## src/rtl/dma_pkg.sv

```systemverilog
`default_nettype none
// ============================================================================
// Package : dma_pkg
// Purpose : Shared types and constants for the OAM sprite DMA engine.
//           Holds the FSM state encoding, the get/put parity type and the
//           default bus addresses used as parameter defaults by oam_dma.
// Rev     : 1.0  initial release
// ============================================================================
package dma_pkg;

   // CPU register that starts a sprite transfer when written.
   localparam logic [15:0] DMA_REG_ADDR  = 16'h4014;
   // PPU OAM data port; destination of every write cycle.
   localparam logic [15:0] OAM_DATA_ADDR = 16'h2004;

   // Transfer sequencer states (explicit 3-bit encoding).
   typedef enum logic [2:0] {
      ST_IDLE  = 3'd0,
      ST_HALT  = 3'd1,
      ST_ALIGN = 3'd2,
      ST_GET   = 3'd3,
      ST_PUT   = 3'd4
   } dma_state_type;

   // Parity of the current CPU cycle: get (read) or put (write) slot.
   typedef enum bit {
      PH_GET = 1'b0,
      PH_PUT = 1'b1
   } dma_parity_type;

endpackage
`default_nettype wire

```

## src/rtl/oam_dma.sv

```systemverilog
`default_nettype none
// ============================================================================
// Module  : oam_dma
// Purpose : Sprite DMA engine for the 2A03 bus. Snoops core writes for the
//           DMA trigger register, freezes the core through its ready input,
//           then copies one 256-byte page to the PPU OAM data port as
//           alternating read / write bus cycles.
// Ports   :
//   I_clock        in   1   system clock (rising edge)
//   I_reset        in   1   asynchronous reset, active low
//   I_cycle        in   1   strobe on the last clock of every CPU cycle
//   I_cpu_addr     in  16   core address bus
//   I_cpu_wr_data  in   8   core write data
//   I_cpu_rdwr     in   1   core direction, 1 = read
//   I_rd_data      in   8   shared read data bus
//   O_ready        out  1   core ready; 0 freezes the core
//   O_bus_own      out  1   1 = bus mux selects the DMA address/data/dir
//   O_addr         out 16   DMA address
//   O_wr_data      out  8   DMA write data
//   O_rdwr         out  1   DMA direction, 1 = read
//   O_busy         out  1   1 whenever a transfer is in progress
// Rev     : 1.0  initial release
// ============================================================================
module oam_dma
   import dma_pkg::*;
#(
   parameter logic [15:0] P_DMA_REG  = DMA_REG_ADDR,
   parameter logic [15:0] P_OAM_PORT = OAM_DATA_ADDR
) (
   input  logic        I_clock,
   input  logic        I_reset,
   input  logic        I_cycle,
   input  logic [15:0] I_cpu_addr,
   input  logic [7:0]  I_cpu_wr_data,
   input  logic        I_cpu_rdwr,
   input  logic [7:0]  I_rd_data,
   output logic        O_ready,
   output logic        O_bus_own,
   output logic [15:0] O_addr,
   output logic [7:0]  O_wr_data,
   output logic        O_rdwr,
   output logic        O_busy
);

   dma_state_type  state_q,     state_d;
   dma_parity_type put_phase_q, put_phase_d;
   logic [7:0]     page_q,      page_d;
   logic [7:0]     count_q,     count_d;
   logic [7:0]     data_q,      data_d;

   logic           trigger_hit;

   // A core write to the trigger register. Reads never start a transfer.
   assign trigger_hit = (I_cpu_addr == P_DMA_REG) && !I_cpu_rdwr;

   // ------------------------------------------------------------------
   // State register
   // ------------------------------------------------------------------
   always_ff @(posedge I_clock or negedge I_reset) begin
      if (!I_reset) begin
         state_q     <= ST_IDLE;
         put_phase_q <= PH_GET;
         page_q      <= 8'h00;
         count_q     <= 8'h00;
         data_q      <= 8'h00;
      end else begin
         state_q     <= state_d;
         put_phase_q <= put_phase_d;
         page_q      <= page_d;
         count_q     <= count_d;
         data_q      <= data_d;
      end
   end

   // ------------------------------------------------------------------
   // Next state. Everything advances only on the CPU-cycle strobe, so
   // the engine freezes cleanly if the timing divider stalls.
   // ------------------------------------------------------------------
   always_comb begin
      state_d     = state_q;
      put_phase_d = put_phase_q;
      page_d      = page_q;
      count_d     = count_q;
      data_d      = data_q;

      if (I_cycle) begin
         // Free-running get/put parity, independent of the FSM.
         put_phase_d = (put_phase_q == PH_GET) ? PH_PUT : PH_GET;

         case (state_q)
            ST_IDLE: begin
               if (trigger_hit) begin
                  page_d  = I_cpu_wr_data;
                  count_d = 8'h00;
                  state_d = ST_HALT;
               end
            end

            // The first read must land on a get slot. If the halt cycle
            // is a put slot the next cycle is already a get slot;
            // otherwise one alignment cycle is burnt.
            ST_HALT: begin
               state_d = (put_phase_q == PH_PUT) ? ST_GET : ST_ALIGN;
            end

            ST_ALIGN: begin
               state_d = ST_GET;
            end

            ST_GET: begin
               data_d  = I_rd_data;
               state_d = ST_PUT;
            end

            // count wraps inside the page; it never carries into page_q.
            ST_PUT: begin
               if (count_q == 8'hFF) begin
                  state_d = ST_IDLE;
               end else begin
                  count_d = count_q + 8'd1;
                  state_d = ST_GET;
               end
            end

            default: begin
               state_d = ST_IDLE;
            end
         endcase
      end
   end

   // ------------------------------------------------------------------
   // Moore output decode from the registered state only, so every output
   // is stable for the whole CPU cycle.
   // ------------------------------------------------------------------
   always_comb begin
      O_ready   = 1'b1;
      O_bus_own = 1'b0;
      O_addr    = 16'h0000;
      O_wr_data = 8'h00;
      O_rdwr    = 1'b1;
      O_busy    = 1'b0;

      case (state_q)
         ST_IDLE: begin
            O_ready = 1'b1;
         end

         ST_HALT, ST_ALIGN: begin
            O_ready = 1'b0;
            O_busy  = 1'b1;
         end

         ST_GET: begin
            O_ready   = 1'b0;
            O_busy    = 1'b1;
            O_bus_own = 1'b1;
            O_addr    = {page_q, count_q};
            O_rdwr    = 1'b1;
         end

         ST_PUT: begin
            O_ready   = 1'b0;
            O_busy    = 1'b1;
            O_bus_own = 1'b1;
            O_addr    = P_OAM_PORT;
            O_wr_data = data_q;
            O_rdwr    = 1'b0;
         end

         default: begin
            O_ready = 1'b1;
         end
      endcase
   end

endmodule
`default_nettype wire

```

## config.mk

```make
export PLATFORM = sky130hd
export DESIGN_NAME = oam_dma
export DESIGN_NICKNAME = d
export VERILOG_FILES = /design/src/rtl/dma_pkg.sv /design/src/rtl/oam_dma.sv
export SDC_FILE = /design/constraint.sdc
export NUM_CORES = 1
export LEC_CHECK = 0
export CORE_MARGIN = 4
export CORE_UTILIZATION = 39
export DETAILED_ROUTE_END_ITERATION = 8
export PLACE_DENSITY = 0.77
export RECOVER_POWER = 25
export SLEW_MARGIN = 20
export SYNTH_ARGS = -nofsm -noshare
export SYNTH_HDL_FRONTEND = slang
export SYNTH_SLANG_ARGS = --single-unit
```

## constraint.sdc

```tcl
create_clock -name I_clock -period 1.7 [get_ports I_clock]
set_clock_uncertainty 0.05 [all_clocks]
set_input_delay 0.17 -clock I_clock [delete_from_list [all_inputs] [get_ports I_clock]]
set_output_delay 0.17 -clock I_clock [all_outputs]
set_load 0.02 [all_outputs]
```

* Yosys cells after proc, flatten, opt, wreduce, memory -nomap -nowiden
Index checks and enable logic that the tools add are counted.
Operators by class: $add $sub $neg 1, $mul 0, divide/modulo/power cells 0, order comparisons 0, eq/ne operators 8, shifts and indexed selects 0, muxes and demuxes 14, bitwise logic cells 0, reduce and logical (&&, ||, !) cells 10
Operators by type and width (count):
- $pmux 16 s2 | 1
- $mux 8 | 3
- $eq 16x15->1 const B | 1
- $pmux 8 s2 | 1
- $pmux 3 s5 | 1
- $add 8x1->8 const B | 1
- $eq 8x8->1 const B | 1
- $eq 3x2->1 const B | 2
- $mux 1 | 6
- $ne 2x2->1 const B | 2
- $reduce_and 2->1 | 2
- $reduce_and 4->1 | 1
- $reduce_or 4->1 | 1
- $eq 3x1->1 const B | 1
- $eq 3x3->1 const B | 1
- $logic_not 3->1 | 1
- $mux 3 | 1
- $reduce_and 3->1 | 1
- $mux 2 | 1
- $reduce_bool 2->1 | 1
- $reduce_or 2->1 | 1
- $logic_and 1x1->1 | 1
- $logic_not 1->1 | 1
Storage, ports and cells: register bits after elaboration 28, bits in latches 0, memory bits (writable) 0, memory bits (read-only) 0, output and inout bits 28, word-level logic and storage cells 38, memories kept 0

* Longest topological paths before layout
word-level depth 4, depth in mapped cells 6

* Worst setup path after synthesis
Ideal clock, no wire load.
path type register -> register, from register state_q[0], to register page_q[5], arrival time 1.518 ns, data required time 1.525 ns, slack 0.007 ns, cell stages (with the launch flop) 7, path buffers 2, period minus slack after synthesis 1.693 ns, cell sequence dfrtp_1 > buf_2 > nor2_4 > nand3_1 > nor3_4 > buf_6 > mux2_4
On the way: cells in the longest elaborated chain, start to end 2
RTL lines:
- start: declaration | RTL line oam_dma.sv:45 | dma_state_type state_q, state_d;
- start signal: assignment | RTL line oam_dma.sv:67 | state_q <= state_d;
- $logic_not 3->1 | RTL line oam_dma.sv:90 | case (state_q)
- $reduce_and 3->1 (no source line)
- end signal: assignment | RTL line oam_dma.sv:69 | page_q <= page_d;
- end: declaration | RTL line oam_dma.sv:47 | logic [7:0] page_q, page_d;
Every way passes these cells. A chain may end at the register's enable or synchronous reset.

* Worst setup path in the final report
from register state_q[0], to output O_bus_own
On the way: cells in the longest elaborated chain, start to end 3, elaborated cells between the ends (all ways) 4
RTL lines:
- $eq 3x3->1 / $eq 3x2->1 (equally long branches) | RTL line oam_dma.sv:144 | case (state_q)
- $reduce_or 2->1 (no source line) *
- $mux 1 * | RTL line oam_dma.sv:144
- end: declaration | RTL line oam_dma.sv:38 | output logic O_bus_own,
Mark *: on every way between the ends. The rest lies on a longest branch, timed or not.

==> flow_metrics.tcl <==
set metrics [dict create \
    status "finished, violations left" \
    violations "negative setup slack" \
    start_util_pct 41.5 \
    placed_cells 281 \
    drt_pass1_iterations 4 \
    internal_power_mw 1.97 \
    dp_hpwl_um 3100 \
    finalHoldViolCount 0 \
    layout_common_cells "28 x buf_4, 26 x dfrtp_1, 26 x clkdlybuf4s50_1, 26 x buf_6, 13 x and2_1" \
    cp-start-kind "flip-flop" \
    worst_slack_ps -8.94 \
    grt_overflow 0 \
    power_frac_clock_pct 10.8 \
    setup_tns_ps -17.5 \
    crit_type "reg -> out" \
    routedWlPerCell_um 14.9 \
    clockBufferDepth 2 \
    synthDistinctLibCells 38 \
    cp_cell_sequence "nor3b_4 -> clkinv_2 -> o21ai_0 -> buf_2" \
    hold_path.class "in -> async" \
    synth_nets 190 \
    grt_pass1_vias 1454 \
    drc_errors 0 \
    yosysWarnings 0 \
    p_total_mw 3.17 \
    p_sw_share_pct 37.9 \
    relSlewSlack_pct 53.5 \
    synthCells 153 \
    placed_area_um2 2400 \
    drive_gt1_share_pct 46.7 \
    nets 281 \
    fin_crit_sh_pct 101 \
    die_h_um 71.4 \
    setup_viol 3 \
    syn_to_final_growth_pct 68.8 \
    grt_pass1_wl_um 6460 \
    power_density_nw_per_um2 1200 \
    required_ps 1480 \
    core_area_um2 3770 \
    clock_latency_ps 260 \
    place_ws_ps -332 \
    rsz0062_at_grt "yes" \
    track_usage_pct 15.6 \
    final_area_um2 2640 \
    ys_seq_area_share_pct 44.8 \
    ys_ff_latch 28 \
    antenna_found_initial 0 \
    worstPathArrival_ps 1490 \
    root_buffer "clkbuf_8" \
    max_clock_freq_mhz 585 \
    slew_viol_final 0 \
    cap_violations 0 \
    grt_max_degree 29 \
    synth_area_per_cell_um2 10.2 \
    place.gp.congestion 0.881 \
    final_common_cell "buf_4" \
    stdcell_count 290 \
    cts_buffers 3 \
    hold_ws_ps 420 \
    io_buffers 63 \
    cts-htree-levels 1 \
    synthesis.area_um2 1570 \
    rows 22 \
    comb_power_share_pct 55.5 \
    via_per_inst 5.11 \
    nFillCells 284 \
    fin_util_pct 70.1 \
    cts_tree "built" \
    cp-end-kind "output pin" \
    drt_iter0_drc 88 \
    max-vdd-ir-drop_uv 608 \
    worstMarginPinSlew_ps 697 \
    vias 1481 \
    pwr-share-seq_pct 33.7 \
    path_max_fanout 5 \
    clk_pin_slew_ps 90 \
    die_area_um2 5090 \
    slowest_stage "dfrtp_1" \
    period_minus_slack_ps 1710 \
    leakagePower_nw 1.28 \
    totalWireLength_um 4310 \
    io_pins 64 \
    critPathMaxStageDelay_ps 430 \
    switchingPower_mw 1.20 \
    antenna_cells 0 \
    die_width_um 71.4 \
    drtAntennaViolNets 0 \
    cts_sinks 28 \
]
routing by layer:
metal  vias to the layer above  GRT usage, %  wire length (um)
met2                        37          27.9              2410
met1                       720          19.4              1640
li1                        720             -                 -
met3                         4          2.81               228
met5                         -             0                 0
met4                         0          3.76                33
worst paths after layout:
kind,start,end,slack (ps),cells after the start
setup reg to reg,state_q[0],count_q[7],-9,7
hold / removal,I_reset,state_q[0],420,2
hold reg to reg,put_phase_q,put_phase_q,440,1
min in group I_clock,put_phase_q,put_phase_q,440,1
setup / recovery,state_q[0],O_bus_own,-9,4
max in group asynchronous,I_reset,state_q[2],690,2
layout make-up:
class                   instances  area (um2)  share of cell area, %
repair buffers                 94         905                   34.2
inverters                       5        20.0                  0.758
well taps                      48        60.1                   2.27
flip-flops and latches         28         703                   26.6
clock buffers                   3        41.3                   1.56
multi-input cells             112         913                   34.6
worst max-delay path, delay by kind of cell (launching register included):
kind	cells	cell delay, ps
buffers and inverters	2	360
and+or+nand+nor	1	320
AOI/OAI and AO/OA	1	110
DFF	1	430
kinds of logic (layout without fill, tap and decap cells):
group | count (synthesis) | after routing | synth area share (%)
flip-flops | 28 | 28 | 44.8
AO/OA/AOI/OAI | 24 | 24 | 9.67
buffers and inverters | 13 | 102 | 4.08
multiplexers | 19 | 19 | 14.0
adder cells (fa/ha/maj) | 1 | 1 | 0.799
AND/OR/NAND/NOR | 66 | 66 | 25.6
XOR/XNOR | 2 | 2 | 1.12
synth_stat cells (all sizes together):
| cell | instances | area share, % |
|---|---|---|
| nand4b | 1 | 0.56 |
| nor2 | 6 | 2.1 |
| o211ai | 2 | 0.96 |
| ha | 1 | 0.80 |
| nand3 | 5 | 1.6 |
| o21bai | 1 | 0.48 |
| inv | 4 | 0.96 |
| o21a | 1 | 0.48 |
| o21ai | 8 | 2.6 |
| a22o | 1 | 0.56 |
| xor2 | 1 | 0.56 |
| nor4bb | 2 | 1.3 |
| clkinv | 1 | 0.24 |
| nor4 | 3 | 2.0 |
| a21oi | 3 | 0.96 |
| xnor2 | 1 | 0.56 |
| o31a | 2 | 1.1 |
| and2 | 22 | 8.8 |
| mux2 | 17 | 13 |
| mux2i | 2 | 1.3 |
| dfrtp | 28 | 45 |
| clkbuf | 3 | 0.72 |
| and4 | 1 | 0.56 |
| nand2 | 19 | 4.7 |
| o31ai | 2 | 0.96 |
| buf | 5 | 2.2 |
| nor3 | 4 | 2.0 |
| o22ai | 4 | 1.6 |
| nor3b | 1 | 1.2 |
| nand4 | 2 | 0.80 |
sequential cells by signal, indices dropped and copies added (netlist names):
signal	count
page_q	8
count_q	8
state_q	3
put_phase_q	1
data_q	8
power by group through the flow:
| stage | sequential [mW] | clock, mW | combinational (mW) |
|---|---|---|---|
| 2_1_floorplan | 1.02 | 0 | 0.861 |
| 3_3_place_gp | 1.05 | 0 | 1.51 |
| 3_5_place_dp | 1.06 | 0 | 1.54 |
| 4_1_cts | 1.05 | 0.354 | 1.48 |
| 5_1_grt | 1.10 | 0.383 | 1.91 |
| 6_report | 1.07 | 0.343 | 1.76 |
repair_timing:
action | CTS | global route
setup endpoints to repair | 36 | 36
gates resized for setup | 98 | 107
hold buffers | 0 | 0
pin swaps | 1 | 14
cloned | 0 | 1
setup buffers | 0 | 5
Power figures use the tool's default switching activity.
